===== config.mk =====
export PLATFORM = sky130hd
export DESIGN_NAME = shared_reg_rr_arbiter_flat
export DESIGN_NICKNAME = d
export VERILOG_FILES = /design/src/rtl/shared_reg_rr_arbiter_pkg.sv /design/src/rtl/shared_reg_rr_arbiter_if.sv /design/src/rtl/shared_reg_rr_arbiter_rr_pick.sv /design/src/rtl/shared_reg_rr_arbiter.sv /design/src/flat_wrapper.sv
export SDC_FILE = /design/constraint.sdc
export NUM_CORES = 1
export LEC_CHECK = 0
export BUFFER_PORTS_ARGS = -buffer_cell sky130_fd_sc_hd__buf_2
export CAP_MARGIN = 30
export CORE_MARGIN = 5
export CORE_UTILIZATION = 47
export CTS_BUF_LIST = sky130_fd_sc_hd__clkbuf_4 sky130_fd_sc_hd__clkbuf_8
export CTS_CLUSTER_DIAMETER = 200
export CTS_CLUSTER_SIZE = 25
export DETAILED_ROUTE_END_ITERATION = 16
export GPL_ROUTABILITY_DRIVEN = 1
export HOLD_SLACK_MARGIN = 0.15
export PLACE_DENSITY_LB_ADDON = 0.1
export SYNTH_ARGS = -nofsm -noshare
export SYNTH_HDL_FRONTEND = slang
export SYNTH_SLANG_ARGS = --single-unit

===== constraint.sdc =====
create_clock -name clk -period 4.7 [get_ports clk]
set_input_delay 1.41 -clock clk [delete_from_list [all_inputs] [get_ports clk]]
set_output_delay 1.41 -clock clk [all_outputs]
set_load 0.1 [all_outputs]

===== src/rtl/shared_reg_rr_arbiter_pkg.sv =====
// Shared types and helpers for the round-robin shared-register arbiter.
package shared_reg_rr_arbiter_pkg;

    // Arbiter is either waiting for a request or serving a lease
    typedef enum logic {
        IDLE = 1'b0,
        HOLD = 1'b1
    } state_e;

    // Widest requester vector supported by the helpers below
    localparam int MAX_N = 16;

    // Bits needed to hold an index in 0..n-1, never less than one
    function automatic int idx_w(input int n);
        return (n <= 2) ? 1 : $clog2(n);
    endfunction

    // One-hot vector with bit idx set; callers truncate to their width
    function automatic logic [MAX_N-1:0] onehot(input int idx);
        return MAX_N'(1) << idx;
    endfunction

endpackage


===== src/rtl/shared_reg_rr_arbiter_if.sv =====
// Requester-side bus of the arbiter: requests/data in, grant/register out.
interface shared_reg_rr_arbiter_if #(
    parameter int N = 4,
    parameter int W = 8
);
    import shared_reg_rr_arbiter_pkg::*;

    localparam int IW = idx_w(N);

    logic [N-1:0]   req;
    logic [N*W-1:0] din;
    logic [N-1:0]   gnt;
    logic [N-1:0]   ack;
    logic [W-1:0]   q;
    logic           q_valid;
    logic [IW-1:0]  owner;
    logic           busy;

    // Requester side drives requests and data
    modport master (
        output req, din,
        input  gnt, ack, q, q_valid, owner, busy
    );

    // Arbiter side
    modport slave (
        input  req, din,
        output gnt, ack, q, q_valid, owner, busy
    );

endinterface


===== src/rtl/shared_reg_rr_arbiter_rr_pick.sv =====
// Combinational round-robin pick: first requester at or after ptr wins.
module shared_reg_rr_arbiter_rr_pick
    import shared_reg_rr_arbiter_pkg::*;
#(
    parameter int N  = 4,
    parameter int IW = idx_w(N)
) (
    input  logic [N-1:0]  req,
    input  logic [IW-1:0] ptr,
    output logic [IW-1:0] winner,
    output logic          any_req
);

    logic [N-1:0] rot;

    // Rotate so that the requester at ptr lands on bit 0
    generate
        for (genvar gi = 0; gi < N; gi++) begin : g_rot
            logic [IW-1:0] src_idx;
            assign src_idx = IW'((int'(ptr) + gi) % N);
            assign rot[gi] = req[src_idx];
        end
    endgenerate

    // Priority-encode the rotated vector and map the offset back to an index
    always_comb begin
        int  off;
        logic found;
        off   = 0;
        found = 1'b0;
        for (int j = 0; j < N; j++) begin
            if (!found && rot[j]) begin
                found = 1'b1;
                off   = j;
            end
        end
        winner  = IW'((int'(ptr) + off) % N);
        any_req = |req;
    end

endmodule


===== src/rtl/shared_reg_rr_arbiter.sv =====
// Round-robin arbiter granting timed leases on one shared W-bit register.
module shared_reg_rr_arbiter
    import shared_reg_rr_arbiter_pkg::*;
#(
    parameter int N           = 4,
    parameter int W           = 8,
    parameter int HOLD_CYCLES = 4
) (
    input logic                    clk,
    input logic                    rst,
    shared_reg_rr_arbiter_if.slave bus
);

    localparam int IW = idx_w(N);
    localparam int CW = idx_w(HOLD_CYCLES);

    state_e        state_q, state_d;
    logic [N-1:0]  gnt_q, gnt_d;
    logic [N-1:0]  ack_q, ack_d;
    logic [W-1:0]  q_q, q_d;
    logic          q_valid_q, q_valid_d;
    logic [IW-1:0] owner_q, owner_d;
    logic          busy_q, busy_d;
    logic [IW-1:0] ptr_q, ptr_d;
    logic [CW-1:0] cnt_q, cnt_d;

    logic [IW-1:0] win_idx;
    logic          any_req;
    logic [W-1:0]  din_arr [N];

    // Split the packed data bus into one word per requester
    generate
        for (genvar gi = 0; gi < N; gi++) begin : g_din
            assign din_arr[gi] = bus.din[gi*W +: W];
        end
    endgenerate

    shared_reg_rr_arbiter_rr_pick #(
        .N  (N),
        .IW (IW)
    ) u_pick (
        .req     (bus.req),
        .ptr     (ptr_q),
        .winner  (win_idx),
        .any_req (any_req)
    );

    // Next-state logic: load on a win, follow owner's data, release on drop or lease expiry
    always_comb begin
        state_d   = state_q;
        gnt_d     = gnt_q;
        ack_d     = '0;
        q_d       = q_q;
        q_valid_d = q_valid_q;
        owner_d   = owner_q;
        busy_d    = busy_q;
        ptr_d     = ptr_q;
        cnt_d     = cnt_q;
        case (state_q)
            IDLE: begin
                if (any_req) begin
                    state_d   = HOLD;
                    gnt_d     = N'(onehot(int'(win_idx)));
                    ack_d     = N'(onehot(int'(win_idx)));
                    owner_d   = win_idx;
                    q_d       = din_arr[win_idx];
                    q_valid_d = 1'b1;
                    busy_d    = 1'b1;
                    cnt_d     = CW'(HOLD_CYCLES - 1);
                end
            end
            HOLD: begin
                if (!bus.req[owner_q] || cnt_q == '0) begin
                    // q and owner keep the last lease's values
                    state_d = IDLE;
                    gnt_d   = '0;
                    busy_d  = 1'b0;
                    ptr_d   = (int'(owner_q) == N - 1) ? '0 : owner_q + 1'b1;
                end else begin
                    cnt_d = cnt_q - 1'b1;
                    q_d   = din_arr[owner_q];
                end
            end
            default: state_d = IDLE;
        endcase
    end

    // State and output registers; active-low reset wins over everything
    always_ff @(posedge clk) begin
        if (!rst) begin
            state_q   <= IDLE;
            gnt_q     <= '0;
            ack_q     <= '0;
            q_q       <= '0;
            q_valid_q <= 1'b0;
            owner_q   <= '0;
            busy_q    <= 1'b0;
            ptr_q     <= '0;
            cnt_q     <= '0;
        end else begin
            state_q   <= state_d;
            gnt_q     <= gnt_d;
            ack_q     <= ack_d;
            q_q       <= q_d;
            q_valid_q <= q_valid_d;
            owner_q   <= owner_d;
            busy_q    <= busy_d;
            ptr_q     <= ptr_d;
            cnt_q     <= cnt_d;
        end
    end

    assign bus.gnt     = gnt_q;
    assign bus.ack     = ack_q;
    assign bus.q       = q_q;
    assign bus.q_valid = q_valid_q;
    assign bus.owner   = owner_q;
    assign bus.busy    = busy_q;

endmodule


===== src/flat_wrapper.sv =====
// flat-port wrapper written by rule: the top's interface ports become plain ports
module shared_reg_rr_arbiter_flat import shared_reg_rr_arbiter_pkg::*;
#(
    parameter int N           = 4,
    parameter int W           = 8,
    parameter int HOLD_CYCLES = 4
)
  (clk, rst, bus_req, bus_din, bus_gnt, bus_ack, bus_q, bus_q_valid, bus_owner, bus_busy);
  shared_reg_rr_arbiter_if #(.N(N), .W(W)) bus_i ();
  input logic clk;
  input logic rst;
  input wire logic [$bits(bus_i.req)-1:0] bus_req;
  input wire logic [$bits(bus_i.din)-1:0] bus_din;
  output wire logic [$bits(bus_i.gnt)-1:0] bus_gnt;
  output wire logic [$bits(bus_i.ack)-1:0] bus_ack;
  output wire logic [$bits(bus_i.q)-1:0] bus_q;
  output wire logic [$bits(bus_i.q_valid)-1:0] bus_q_valid;
  output wire logic [$bits(bus_i.owner)-1:0] bus_owner;
  output wire logic [$bits(bus_i.busy)-1:0] bus_busy;
  assign bus_i.req = bus_req;
  assign bus_i.din = bus_din;
  assign bus_gnt = bus_i.gnt;
  assign bus_ack = bus_i.ack;
  assign bus_q = bus_i.q;
  assign bus_q_valid = bus_i.q_valid;
  assign bus_owner = bus_i.owner;
  assign bus_busy = bus_i.busy;
  shared_reg_rr_arbiter #(.N(N), .W(W), .HOLD_CYCLES(HOLD_CYCLES)) u_core (.clk(clk), .rst(rst), .bus(bus_i));
endmodule

After elaboration in Yosys (flattened, before gate mapping). Index checks and enable logic that the tools add are counted.

Bitwise logic cells: 5. Reductions and logical operators: 15. $lt $le $gt $ge: 7. Shift-type cells: 1. Muxes and demuxes: 38. Eq/ne operators: 4. Add/subtract/negate cells: 6.

Operator list (number): $mux 8 (6); $bmux 8 s2 (2); $pmux 8 s2 (1); $lt 2x3->1 const B (5); $mux 1 (13); $bmux 1 s2 (5); $mux 2 (5); $mux 4 (2); $pmux 4 s2 (1); $reduce_and 2->1 (4); $ge 3x3->1 const B (2); $not 2->3 (2); $add 2x1->2 const B (2); $add 2x2->2 const B (2); $logic_not 1->1 (4); $ne 2x2->1 const B (2); $pmux 1 s2 (2); $pmux 2 s2 (1); $reduce_or 4->1 (1); $shl 1x2->4 const A (1); $logic_and 1x1->1 (3); $not 1->1 (3); $reduce_or 3->1 (1); $add 2x2->2 (1); 5 further kinds (5).

Output and inout port bits: 20. Input port bits: 38. Bits in registers: 25.

Depth between registers and ports, before layout. Gate-level depths: netlist of run 1.

Depth in word-level cells: 19. Mapped depth: 13.

By module. A second synthesis of run 1 with hierarchy kept.

Cells, all modules: 190. Area total of the unflattened synthesis: 1650.3 sq um.

By module, submodules not included: shared_reg_rr_arbiter (area an instance 1460.2 sq um, cells an instance 162, sequential area each 500.5 sq um, instances 1); shared_reg_rr_arbiter_rr_pick (area an instance 190.2 sq um, cells an instance 28, sequential area each 0.0 sq um, instances 1).

Worst setup path before layout of run 1. No wires, ideal clock.

Path type: input-to-reg. Start point: in bus_req[0]. End point: reg u_core.q_q[0], in the netlist u_core.bus.q[0]. Arrival: 3519 ps. Slack: 1096 ps. Stages on the path: 12. Path buffers: 2. Required time: 4615 ps. Path through: buf_4 -> nor2_1 -> nor3_1 -> a21oi_1 -> o21ai_0 -> ha_1 -> clkbuf_1 -> a211oi_1 -> nand2_1 -> nor3_2 -> a22oi_1 -> o221ai_1.

Longest elaborated chain between the ends: 19. Elaborated cells between the ends (all ways): 35.

RTL lines: start: declaration (line flat_wrapper.sv:12) `input wire logic [$bits(bus_i.req)-1:0] bus_req;`; $bmux 1 s2 (line shared_reg_rr_arbiter_rr_pick.sv:21) `assign rot[gi] = req[src_idx];`; $mux 1 (not written as such) (line shared_reg_rr_arbiter_rr_pick.sv:21); $mux 1 (line shared_reg_rr_arbiter_rr_pick.sv:32) `if (!found && rot[j]) begin`; $logic_not 1->1 (line shared_reg_rr_arbiter_rr_pick.sv:32); $logic_and 1x1->1 (line shared_reg_rr_arbiter_rr_pick.sv:32); $mux 1 (line shared_reg_rr_arbiter_rr_pick.sv:32); $logic_not 1->1 (line shared_reg_rr_arbiter_rr_pick.sv:32); $logic_and 1x1->1 (line shared_reg_rr_arbiter_rr_pick.sv:32); [3 not listed]; $mux 2 (*) (line shared_reg_rr_arbiter_rr_pick.sv:32); $add 2x2->2 (*) (line shared_reg_rr_arbiter_rr_pick.sv:37) `winner = IW'((int'(ptr) + off) % N);`; net u_core.u_pick.winner[0] (line shared_reg_rr_arbiter_rr_pick.sv:10) `output logic [IW-1:0] winner,`; $not 2->3 (not written as such) (*) (line shared_reg_rr_arbiter.sv:66) `q_d = din_arr[win_idx];`; $bmux 8 s2 (*) (line shared_reg_rr_arbiter.sv:66); $mux 8 (not written as such) (*) (2 in a row) (line shared_reg_rr_arbiter.sv:66); $mux 8 (*) (line shared_reg_rr_arbiter.sv:61) `if (any_req) begin`; $pmux 8 s2 (*) (line shared_reg_rr_arbiter.sv:59) `case (state_q)`; end signal: assignment (line shared_reg_rr_arbiter.sv:104) `q_q <= q_d;`; end: declaration (line shared_reg_rr_arbiter.sv:20) `logic [W-1:0] q_q, q_d;`.

The timed path passes the listed nets; every way through them passes the cells marked *. The select of a mux whose other input is x is not followed. A chain may end at the register's enable or synchronous reset.

Final worst setup path of run 1.
Start point: in bus_req[0]. End point: reg u_core.q_q[1], in the netlist u_core.bus.q[1].

The elaborated chain is that of the path after synthesis.

==> results of run 1 <==
[tightest hold or removal path: cells and delay by family, from the launching register on]
family | cells | cell delay (ns)
flops | 1 | 0.32
simple gates | 1 | 0.06
compound gates | 1 | 0.05
[cell families after synthesis]
logic type | count (synthesis) | share of synthesized area [%]
multiplexers | 28 | 22.59
AO/OA/AOI/OAI | 47 | 20.38
AND/OR/NAND/NOR | 63 | 16.70
flip-flops | 25 | 27.72
buffers and inverters | 24 | 6.306
adder cells (fa/ha/maj) | 3 | 2.079
XOR/XNOR | 4 | 4.228
[layer usage]
layer	vias to the layer above	GRT usage (%)	wire length, µm
met3	4	3.601	245
li1	822	-	-
met4	0	2.923	28
met5	-	0	0
met2	48	31.73	2269
met1	781	24.01	2021
[synth_stat cells (all sizes together)]
library cell,count,share of area [%]
nand2b,3,1.0
a311oi,1,0.49
a21oi,8,2.2
nor4,1,0.35
and3,1,0.35
nor2,15,3.1
nor2b,7,2.4
nand2,21,4.5
buf,8,3.0
mux2,2,1.2
o221ai,6,2.9
o311a,1,0.55
ha,3,2.1
nand3,5,1.4
and2,5,1.9
mux4,10,12
a41oi,1,0.49
o21ai,2,0.55
clkbuf,5,1.0
o21a,1,0.42
o211ai,1,0.42
dfxtp,25,28
xnor2,3,3.3
a211oi,3,1.2
inv,11,2.3
a22oi,12,5.0
nor3,5,1.7
mux2i,16,8.9
a32oi,3,1.9
a21o,1,0.42
o211a,2,1.1
a21boi,2,0.83
o32ai,2,1.4
a31o,1,0.49
xor2,1,0.90
[power by group through the flow]
stage	Combinational (mW)	Clock (mW)	Sequential [mW]
5_1_grt	0.810	0.145	0.318
6_report	0.756	0.131	0.309
4_1_cts	0.763	0.134	0.309
2_1_floorplan	0.347	0	0.604
3_5_place_dp	0.762	0	0.313
3_3_place_gp	0.759	0	0.314
[through the flow]
step	hold WS [ns]	power [mW]	util, %	cell area, µm²
3_3_place_gp	0.4474	1.073	56.55	2086
5_1_grt	0.5050	1.274	57.87	2135
6_report	0.4709	1.196	57.87	2135
3_5_place_dp	0.4609	1.075	56.55	2086
2_1_floorplan	0.5202	0.9509	-	1805
4_1_cts	0.4739	1.206	57.87	2135
[how the worst max path moves through the flow]
stage	slack [ns]	end	from	depth (start not counted)
floorplan	1.10	u_core.bus.q[0]	bus_req[0]	12
global placement	0.80	u_core.bus.q[7]	bus_req[0]	11
detailed placement	0.66	u_core.bus.q[2]	bus_req[0]	11
CTS	0.96	u_core.bus.q[2]	bus_req[0]	11
global route	0.60	u_core.bus.q[2]	bus_req[0]	11
finish	0.98	u_core.bus.q[1]	bus_req[0]	11
[state kept, by name, indices dropped and copies added (netlist names)]
register / cells
u_core.bus.q: 8
u_core.bus.ack: 4
u_core.bus.gnt: 4
u_core.bus.owner: 2
u_core.cnt_q: 2
u_core.ptr_q: 2
u_core.bus.busy: 1
u_core.bus.q_valid: 1
u_core.state_q: 1
[cell type report]
class | count | area (µm²)
Multi-Input combinational cell | 145 | 1191
Clock buffer | 3 | 41.29
Clock inverter | 1 | 7.507
Inverter | 11 | 41.29
Fill cell | 376 | 1554
Sequential cell | 25 | 500.5
Timing Repair Buffer | 58 | 292.8
Tap cell | 48 | 60.06
[placed cells by master (no fill, tap or decap), types with 3 or more instances in the layout]
cell type | Yosys | routed
buf_2 | 4 | 57
dfxtp_1 | 25 | 25
nand2_1 | 20 | 20
mux2i_1 | 16 | 16
nor2_1 | 15 | 15
a22oi_1 | 12 | 12
inv_1 | 11 | 11
mux4_2 | 10 | 10
a21oi_1 | 8 | 8
nor2b_1 | 7 | 7
o221ai_1 | 6 | 6
nand3_1 | 5 | 5
nor3_1 | 4 | 4
and2_1 | 4 | 4
nand2b_1 | 3 | 3
a211oi_1 | 3 | 3
ha_1 | 3 | 3
clkbuf_8 | 0 | 3
==> impl_metrics.tcl, run 1 <==
set metrics [dict create \
    post_cts_resized 0 \
    worstSetupPathType "in2reg" \
    place_hpwl_um 3441 \
    firstDrtPassIters 4 \
    antenna_found_initial 0 \
    cts_tree "yes" \
    clk_path_buf_depth 2 \
    holdPathStages 2 \
    rsz0062_at_grt "false" \
    drc_errors 0 \
    ant_nets 0 \
    cp.buffers_inverters 1 \
    cts_setup_buffers 0 \
    cts.sinks 25 \
    critPathMaxStageDelay_ns 0.43 \
    slowest_stage "ha_1" \
    nNetsFinal 285 \
    synth.distinct_cells 43 \
    power_switching_mw 0.6542 \
    via_per_inst 5.687 \
    grt_max_degree 24 \
    fin_crit_sh_pct 79.16 \
    relSlewSlack_pct 44.67 \
    leakagePower_nw 0.9668 \
    max_freq_ghz 0.2688 \
    fin_ws_ns 0.9796 \
    grt_pass1_vias 1630 \
    path_cells "buf_2 > nor2_1 > nor3_1 > a21oi_1 > o21ai_0 > ha_1 > a211oi_1 > nand2_1 > nor3_2 > a22oi_1 > o221ai_1" \
    syn_inst 194 \
    swShare_pct 54.70 \
    area_growth_pct 18.23 \
    cts_buffers 3 \
    layout-drive-gt1-share_pct 34.57 \
    cts_hold_buf 0 \
    slew_violations 0 \
    synth_seq_area_share_pct 27.72 \
    critical_path.top_delay_family "simple AND/OR/NAND/NOR gates" \
    worstMarginPinSlew_ns 0.8299 \
    place.gp.congestion 0.8607 \
    r2r_slack_ns 1.75 \
    initialDrtViolationCount 103 \
    via_count 1655 \
    diodes 0 \
    grt_pass1_wl_um 7617 \
    drv_cap 0 \
    post-place-cells 287 \
    combPwrFrac_pct 63.2 \
    pin_count 58 \
    h-tree-depth 1 \
    fin_crit_ns 3.720 \
    fp.dieArea_mm2 0.005181 \
    totalWireLength_um 4565 \
    worstSetupStartpointType "primary input" \
    hold_start "u_core.bus.gnt[3]" \
    finalNonFillerCells 291 \
    fin_worst_skew_ns 0.001472 \
    fp.dieH_um 71.98 \
    hold_violations 0 \
    portBuffers 57 \
    track_usage_pct 18.31 \
    ir_drop_mv 0.3237 \
    ys_ff_latch 25 \
    syn_area_mm2 0.001805 \
    cellPowerDensity_mw_per_mm2 560.4 \
    reg2reg_to "u_core.bus.q[1]" \
    yosys_warnings 0 \
    std_cell_rows 22 \
    crit_required_ns 4.89 \
    clk_pin_slew_worst_paths_ns 0.09 \
    reg2reg_from "u_core.ptr_q[0]" \
    finalSetupTns_ns 0 \
    status "finished, final reports clean" \
    start_util_pct 48.95 \
    cts_root_buf "clkbuf_8" \
    min_to "u_core.bus.gnt[3]" \
    core-area_mm2 0.003689 \
    gr-total-overflow 0 \
    place_ws_ns 0.6617 \
    cp-end-kind "register" \
    internal_power_mw 0.5419 \
    r2r_cells 9 \
    setup_violations 0 \
    post_drt_wl_per_cell_um 15.69 \
    die_x_um 71.98 \
    cp_max_fo 9 \
    holdCritPathClass "reg2reg" \
    clockPowerShare_pct 10.9 \
    synth_fp_nets 235 \
    clk_latency_ns 0.27 \
    avgSynthCellArea_um2 9.307 \
    seqPwrFrac_pct 25.9 \
    worst_ep_arrival_time_ns 3.91 \
]
No activity file was read; power rests on OpenSTA's default activity.
==> inputs of run 2 (changes only) <==
==> constraint.sdc (replaced) <==
create_clock -name clk -period 3.1 [get_ports clk]
set_input_delay 0.93 -clock clk [delete_from_list [all_inputs] [get_ports clk]]
set_output_delay 0.93 -clock clk [all_outputs]
set_load 0.1 [all_outputs]
==> run 2 against run 1 <==
Via count increased by 5.9%. Core utilization increased by 4.6 points. Register-to-register slack got worse by 1.2 ns. Sequential power increased by 50%. Total power increased by 60%. Cell area increased by 7.9%. Worst setup slack got worse by 0.64 ns. Flip-flop and latch count unchanged. First-iteration DRC count increased by 7.8%. Clock power increased by 53%. Hold slack about the same. Critical path depth unchanged. Critical path type unchanged. Largest power group unchanged.
==> impl_metrics.tcl, run 2 (synthesis gave the netlist of run 1 again) <==
set metrics [dict create \
    fp.dieArea_mm2 0.005181 \
    drv_cap 0 \
    relSlewSlack_pct 62.80 \
    largest_register_ffs 8 \
    crit_required_ns 3.24 \
    seqPwrFrac_pct 24.1 \
    cts_setup_buffers 0 \
    place_hpwl_um 3651 \
    cts_root_buf "clkbuf_8" \
    std_cell_rows 22 \
    max_freq_ghz 0.3624 \
    ant_nets 0 \
    clk_pin_slew_worst_paths_ns 0.09 \
    cts_tree "yes" \
    hold_start "u_core.bus.q_valid" \
    track_usage_pct 18.36 \
    rsz0062_at_grt "false" \
    layout_commonest_cell "buf_2" \
    via_per_inst 5.637 \
    holdPathStages 1 \
    combPwrFrac_pct 65.4 \
    mostFrequentLayoutCells "buf_2, dfxtp_1, nand2_1, buf_4, mux2i_1" \
    start_util_pct 48.95 \
    clk_latency_ns 0.27 \
    slew_violations 0 \
    pin_count 58 \
    layout-drive-gt1-share_pct 39.54 \
    die_x_um 71.98 \
    fin_crit_sh_pct 89.01 \
    fillers 359 \
    critPathMaxStageDelay_ns 0.32 \
    cts_hold_buf 0 \
    via_count 1753 \
    cp_max_fo 12 \
    r2r_cells 10 \
    slowest_stage "o311a_1" \
    path_cells "buf_2 > inv_1 > o311a_1 > o21ai_0 > ha_1 > xor2_2 > buf_4 > xnor2_4 > buf_12 > mux2i_1 > o221ai_1" \
    initialDrtViolationCount 111 \
    hold_violations 0 \
    worstSetupPathType "in2reg" \
    clk_path_buf_depth 2 \
    fin_crit_ns 2.759 \
    gr-total-overflow 0 \
    place.gp.congestion 0.8589 \
    antenna_found_initial 0 \
    firstDrtPassIters 4 \
    worstMarginPinSlew_ns 0.5579 \
    status "finished, final reports clean" \
    cellPowerDensity_mw_per_mm2 833.1 \
    power.total_mw 1.919 \
    leakagePower_nw 1.078 \
    grt_max_degree 24 \
    h-tree-depth 1 \
    internal_power_mw 0.9018 \
    core-area_mm2 0.003689 \
    crit_start "bus_req[3]" \
    worstSetupStartpointType "primary input" \
    post_cts_resized 0 \
    post_drt_wl_per_cell_um 15.23 \
    ir_drop_mv 0.4979 \
    swShare_pct 53.01 \
    cts_buffers 3 \
    fp.dieH_um 71.98 \
    drc_errors 0 \
    diodes 0 \
    totalWireLength_um 4736 \
    grt_pass1_wl_um 7548 \
    power_switching_mw 1.017 \
    holdCritPathClass "reg2reg" \
    finalSetupTns_ns 0 \
    reg2reg_from "u_core.ptr_q[0]" \
    setup_violations 0 \
    grt_pass1_vias 1592 \
    worst_ep_arrival_time_ns 2.90 \
    cts.sinks 25 \
    cp-end-kind "register" \
    nNetsFinal 305 \
    portBuffers 57 \
    clockPowerShare_pct 10.5 \
    area_growth_pct 27.58 \
    fin_worst_skew_ns 0.006059 \
]
run 2: cell types whose count changed in the layout (fill, tap and decap cells not counted):
cell / before / now
buf_4: 1 / 20
nor3_4: 0 / 1
buf_12: 0 / 1
nor3_2: 1 / 0
run 2: worst paths after layout:
| path | endpoint | slack, ns |
|---|---|---|
| max | u_core.bus.q[7] | 0.34 |
| min | u_core.bus.q_valid | 0.47 |
| max reg2reg | u_core.bus.q[7] | 0.56 |
| min reg2reg | u_core.bus.q_valid | 0.47 |
run 2: worst max-delay path: cells and delay by family:
family | cells | cell delay [ns]
xor gates and xnor gates | 2 | 0.29
muxes | 1 | 0.19
buffers and inverters | 4 | 0.57
adders and majority gates | 1 | 0.28
AOI/OAI and AO/OA | 3 | 0.63
run 2: per-layer routing:
metal,part of all wire [%],up-vias,track usage [%]
met3,7.8,4,3.601
li1,-,860,-
met5,0,-,0
met1,42,825,24.25
met4,0.44,0,3.340
met2,49,64,31.43
run 2: area by class of cell:
class	instances	area [µm²]	share of cell area [%]
clock buffers	3	41.29	1.793
clock inverters	1	7.507	0.3259
inverters	11	41.29	1.793
multi-input cells	145	1197	51.98
flip-flops and latches	25	500.5	21.73
well taps	48	60.06	2.607
repair buffers	78	455.4	19.77
run 2: power by group through the flow:
stage | combinational (mW) | clock [mW] | sequential (mW)
2_1_floorplan | 0.529 | 0 | 0.916
3_3_place_gp | 1.26 | 0 | 0.471
3_5_place_dp | 1.26 | 0 | 0.470
4_1_cts | 1.26 | 0.211 | 0.463
5_1_grt | 1.34 | 0.218 | 0.475
6_report | 1.26 | 0.201 | 0.463
run 2: through the flow:
step,hold WS [ns],setup slack (ns),utilization [%],instance area [µm²],instances
floorplan,0.5202,0.01244,-,1812,194
global placement,0.4451,0.06674,61.13,2255,307
detailed placement,0.4570,0.05558,61.13,2255,307
CTS,0.4801,0.3393,62.45,2303,311
global route,0.4993,0.1454,62.45,2303,311
finish,0.4711,0.3407,62.45,2303,311
==> inputs of run 3 (changes only) <==
--- a/config.mk
+++ b/config.mk
@@ -18,4 +18,5 @@
 export PLACE_DENSITY_LB_ADDON = 0.1
 export SYNTH_ARGS = -nofsm -noshare
 export SYNTH_HDL_FRONTEND = slang
+export SYNTH_HIERARCHICAL = 1
 export SYNTH_SLANG_ARGS = --single-unit
==> run 3 against run 2 <==
Cell area shrank 14%. Clock-buffer cell count did not move. Core utilization down 3.5 points. Worst setup slack improved by 0.15 ns. Global-route usage shrank 2.5 points. Critical path type unchanged. Clock skew is 0.0032 ns higher. Die area shrank 7.4%. Synthesized area fell by 8.6%. Final cell count down 7.7%. Non-clock buffer count decreased by 17.
==> impl_metrics.tcl, run 3 <==
set metrics [dict create \
    status "finished, final reports clean" \
    worstSetupPathType "in2reg" \
    synth_fp_nets 231 \
    cts_root_buf "clkbuf_4" \
    place.gp.congestion 0.9101 \
    cts_hold_buf 0 \
    portBuffers 57 \
    swShare_pct 51.44 \
    pin_count 58 \
    async_flop_share_pct 0 \
    syn_inst 190 \
    diodes 0 \
    gr-max-usage-layer "met2" \
    clk_latency_ns 0.31 \
    track_usage_pct 15.83 \
    grt_pass1_vias 1379 \
    multi_input_area_mm2 0.001036 \
    fillers 329 \
    slew_violations 0 \
    max_freq_ghz 0.3832 \
    core-area_mm2 0.003363 \
    yosys.area.top_type "dfxtp_1" \
    holdCritPathClass "reg2reg" \
    postPlaceCellArea_mm2 0.001952 \
    syn_area_mm2 0.001650 \
    critPathCapture "u_core/bus.q[7]" \
    initialDrtViolationCount 96 \
    place_hpwl_um 2997 \
    rsz0062_at_grt "false" \
    clk_path_buf_depth 2 \
    start_util_pct 49.07 \
    yosys-top-cells-area "dfxtp_1, mux2i_1, o22ai_1, nor2_1, a21oi_1" \
    cp-end-kind "register" \
    internal_power_mw 0.6688 \
    finalInstanceArea_mm2 0.001982 \
    post-place-cells 283 \
    area_growth_pct 20.09 \
    mostFrequentLayoutCells "buf_2, mux2i_1, dfxtp_1, o22ai_1, nor2_1" \
    met3_usage_pct 2.609 \
    combPwrFrac_pct 59.4 \
    grt_max_degree 23 \
    synth.distinct_cells 40 \
    fin_crit_sh_pct 84.17 \
    totalWireLength_um 3868 \
    cellPowerDensity_mw_per_mm2 694.9 \
    gr-usage-met1_pct 23.09 \
    finalSetupTns_ns 0 \
    worst_ep_arrival_time_ns 2.80 \
    via_count 1540 \
    seqPwrFrac_pct 30.3 \
    firstDrtPassIters 4 \
    yosys_warnings 6 \
    crit_start "bus_req[2]" \
    gr-total-overflow 0 \
    reg2reg_from "u_core/ptr_q[0]" \
    layout-drive-gt1-share_pct 30.71 \
    largest_register_ffs 8 \
    hold_violations 0 \
    cts_buffers 3 \
    crit_required_ns 3.29 \
    setup_violations 0 \
    fp.dieArea_mm2 0.004796 \
    r2r_cells 10 \
    regArea_um2 500.5 \
    drc_errors 0 \
    clk_pin_slew_worst_paths_ns 0.14 \
    worstSetupStartpointType "primary input" \
    drv_cap 0 \
    std_cell_rows 21 \
    fp.dieH_um 69.26 \
    synth_top_area_share_pct 30.33 \
    leakagePower_nw 0.8868 \
    post_drt_wl_per_cell_um 13.48 \
    r2r_slack_ns 0.74 \
    h-tree-depth 1 \
    relSlewSlack_pct 67.06 \
    ys_ff_latch 25 \
    avgSynthCellArea_um2 8.686 \
    post_cts_resized 0 \
    synth_flop_cell "dfxtp_1" \
    fin_crit_ns 2.609 \
    clockPowerShare_pct 10.3 \
    antenna_found_initial 0 \
    cts.sinks 25 \
    nNetsFinal 283 \
    synthTopCellsByCount "mux2i_1, dfxtp_1, o22ai_1, nor2_1, nand2_1" \
    reg2reg_to "u_core/bus.q[7]" \
    fin_worst_skew_ns 0.009251 \
    cts_setup_buffers 0 \
    layout_commonest_cell "buf_2" \
    finalNonFillerCells 287 \
    ir_drop_mv 0.3839 \
    synth_edf_count 0 \
    worstMarginPinSlew_ns 0.4804 \
    synth_most_common_cell "mux2i_1" \
    cts_tree "yes" \
    power.total_mw 1.377 \
    synth_seq_area_share_pct 30.33 \
    power_switching_mw 0.7085 \
    cp_max_fo 9 \
    grt_use_met2_pct 24.47 \
    die_x_um 69.26 \
    via_per_inst 5.366 \
    ant_nets 0 \
    grt_pass1_wl_um 6437 \
]
==> run 3: cell count changes after synthesis, sizes merged, moves of 6 or more <==
cell / before / now
nand2: 21 / 11
mux4: 10 / 0
o22ai: 0 / 22
nor2b: 7 / 1
a22oi: 12 / 0
mux2i: 16 / 35
o21ai: 2 / 9
==> run 3: final cells by class <==
class,count,area share [%]
Timing Repair Buffer,61,16.54
Tap cell,46,2.904
Inverter,8,1.515
Clock inverter,1,0.3788
Clock buffer,3,1.136
Sequential cell,25,25.25
Multi-Input combinational cell,143,52.27
==> run 3: worst min-delay path by stage <==
stage	start	end	slack, ns	depth (start not counted)
floorplan	u_core/cnt_q[1]	u_core/cnt_q[1]	0.47	1
global placement	u_core/bus.gnt[1]	u_core/bus.gnt[1]	0.44	2
detailed placement	u_core/bus.gnt[1]	u_core/bus.gnt[1]	0.45	2
CTS	u_core/bus.gnt[1]	u_core/bus.gnt[1]	0.47	2
global route	u_core/bus.gnt[1]	u_core/bus.gnt[1]	0.48	2
finish	u_core/bus.gnt[1]	u_core/bus.gnt[1]	0.46	2
==> run 3: routing by layer <==
layer,part of all wire (%),up-vias
met5,0,-
met4,0.36,0
met3,5.0,2
met2,45,38
met1,49,695
li1,-,805
==> run 3: logic make-up (layout without fill, tap and decap cells) <==
family | Yosys count | count (layout) | share of synthesized area (%)
AND/OR/NAND/NOR | 48 | 48 | 14.63
flip-flops | 25 | 25 | 30.33
XOR/XNOR | 2 | 2 | 1.062
AO/OA/AOI/OAI | 55 | 55 | 23.35
adder cells (fa/ha/maj) | 3 | 3 | 2.275
buffers and inverters | 22 | 73 | 6.899
multiplexers | 35 | 35 | 21.46
==> run 3: worst max-delay path, cell delays in order <==
cell,delay (ns)
buf_2,0.15
nor2_1,0.15
nor3_1,0.06
a21oi_1,0.14
o211ai_1,0.10
ha_1,0.20
xnor2_1,0.14
xnor2_1,0.25
or2_2,0.26
o22ai_1,0.09
nor2_1,0.21
a21oi_1,0.10
==> run 3: power by group through the flow <==
stage | Sequential [mW] | Combinational (mW) | Clock (mW)
2_1_floorplan | 0.728 | 0.361 | 0
3_3_place_gp | 0.425 | 0.817 | 0
6_report | 0.417 | 0.818 | 0.142
5_1_grt | 0.426 | 0.869 | 0.166
3_5_place_dp | 0.425 | 0.817 | 0
4_1_cts | 0.418 | 0.818 | 0.152
==> run 3: stage by stage <==
step	setup slack (ns)	utilization (%)	hold slack, ns
6_report	0.4906	58.93	0.4612
3_3_place_gp	0.2709	58.04	0.4438
2_1_floorplan	0.2009	-	0.4719
4_1_cts	0.5162	58.93	0.4666
3_5_place_dp	0.2070	58.04	0.4465
5_1_grt	0.2544	58.93	0.4813
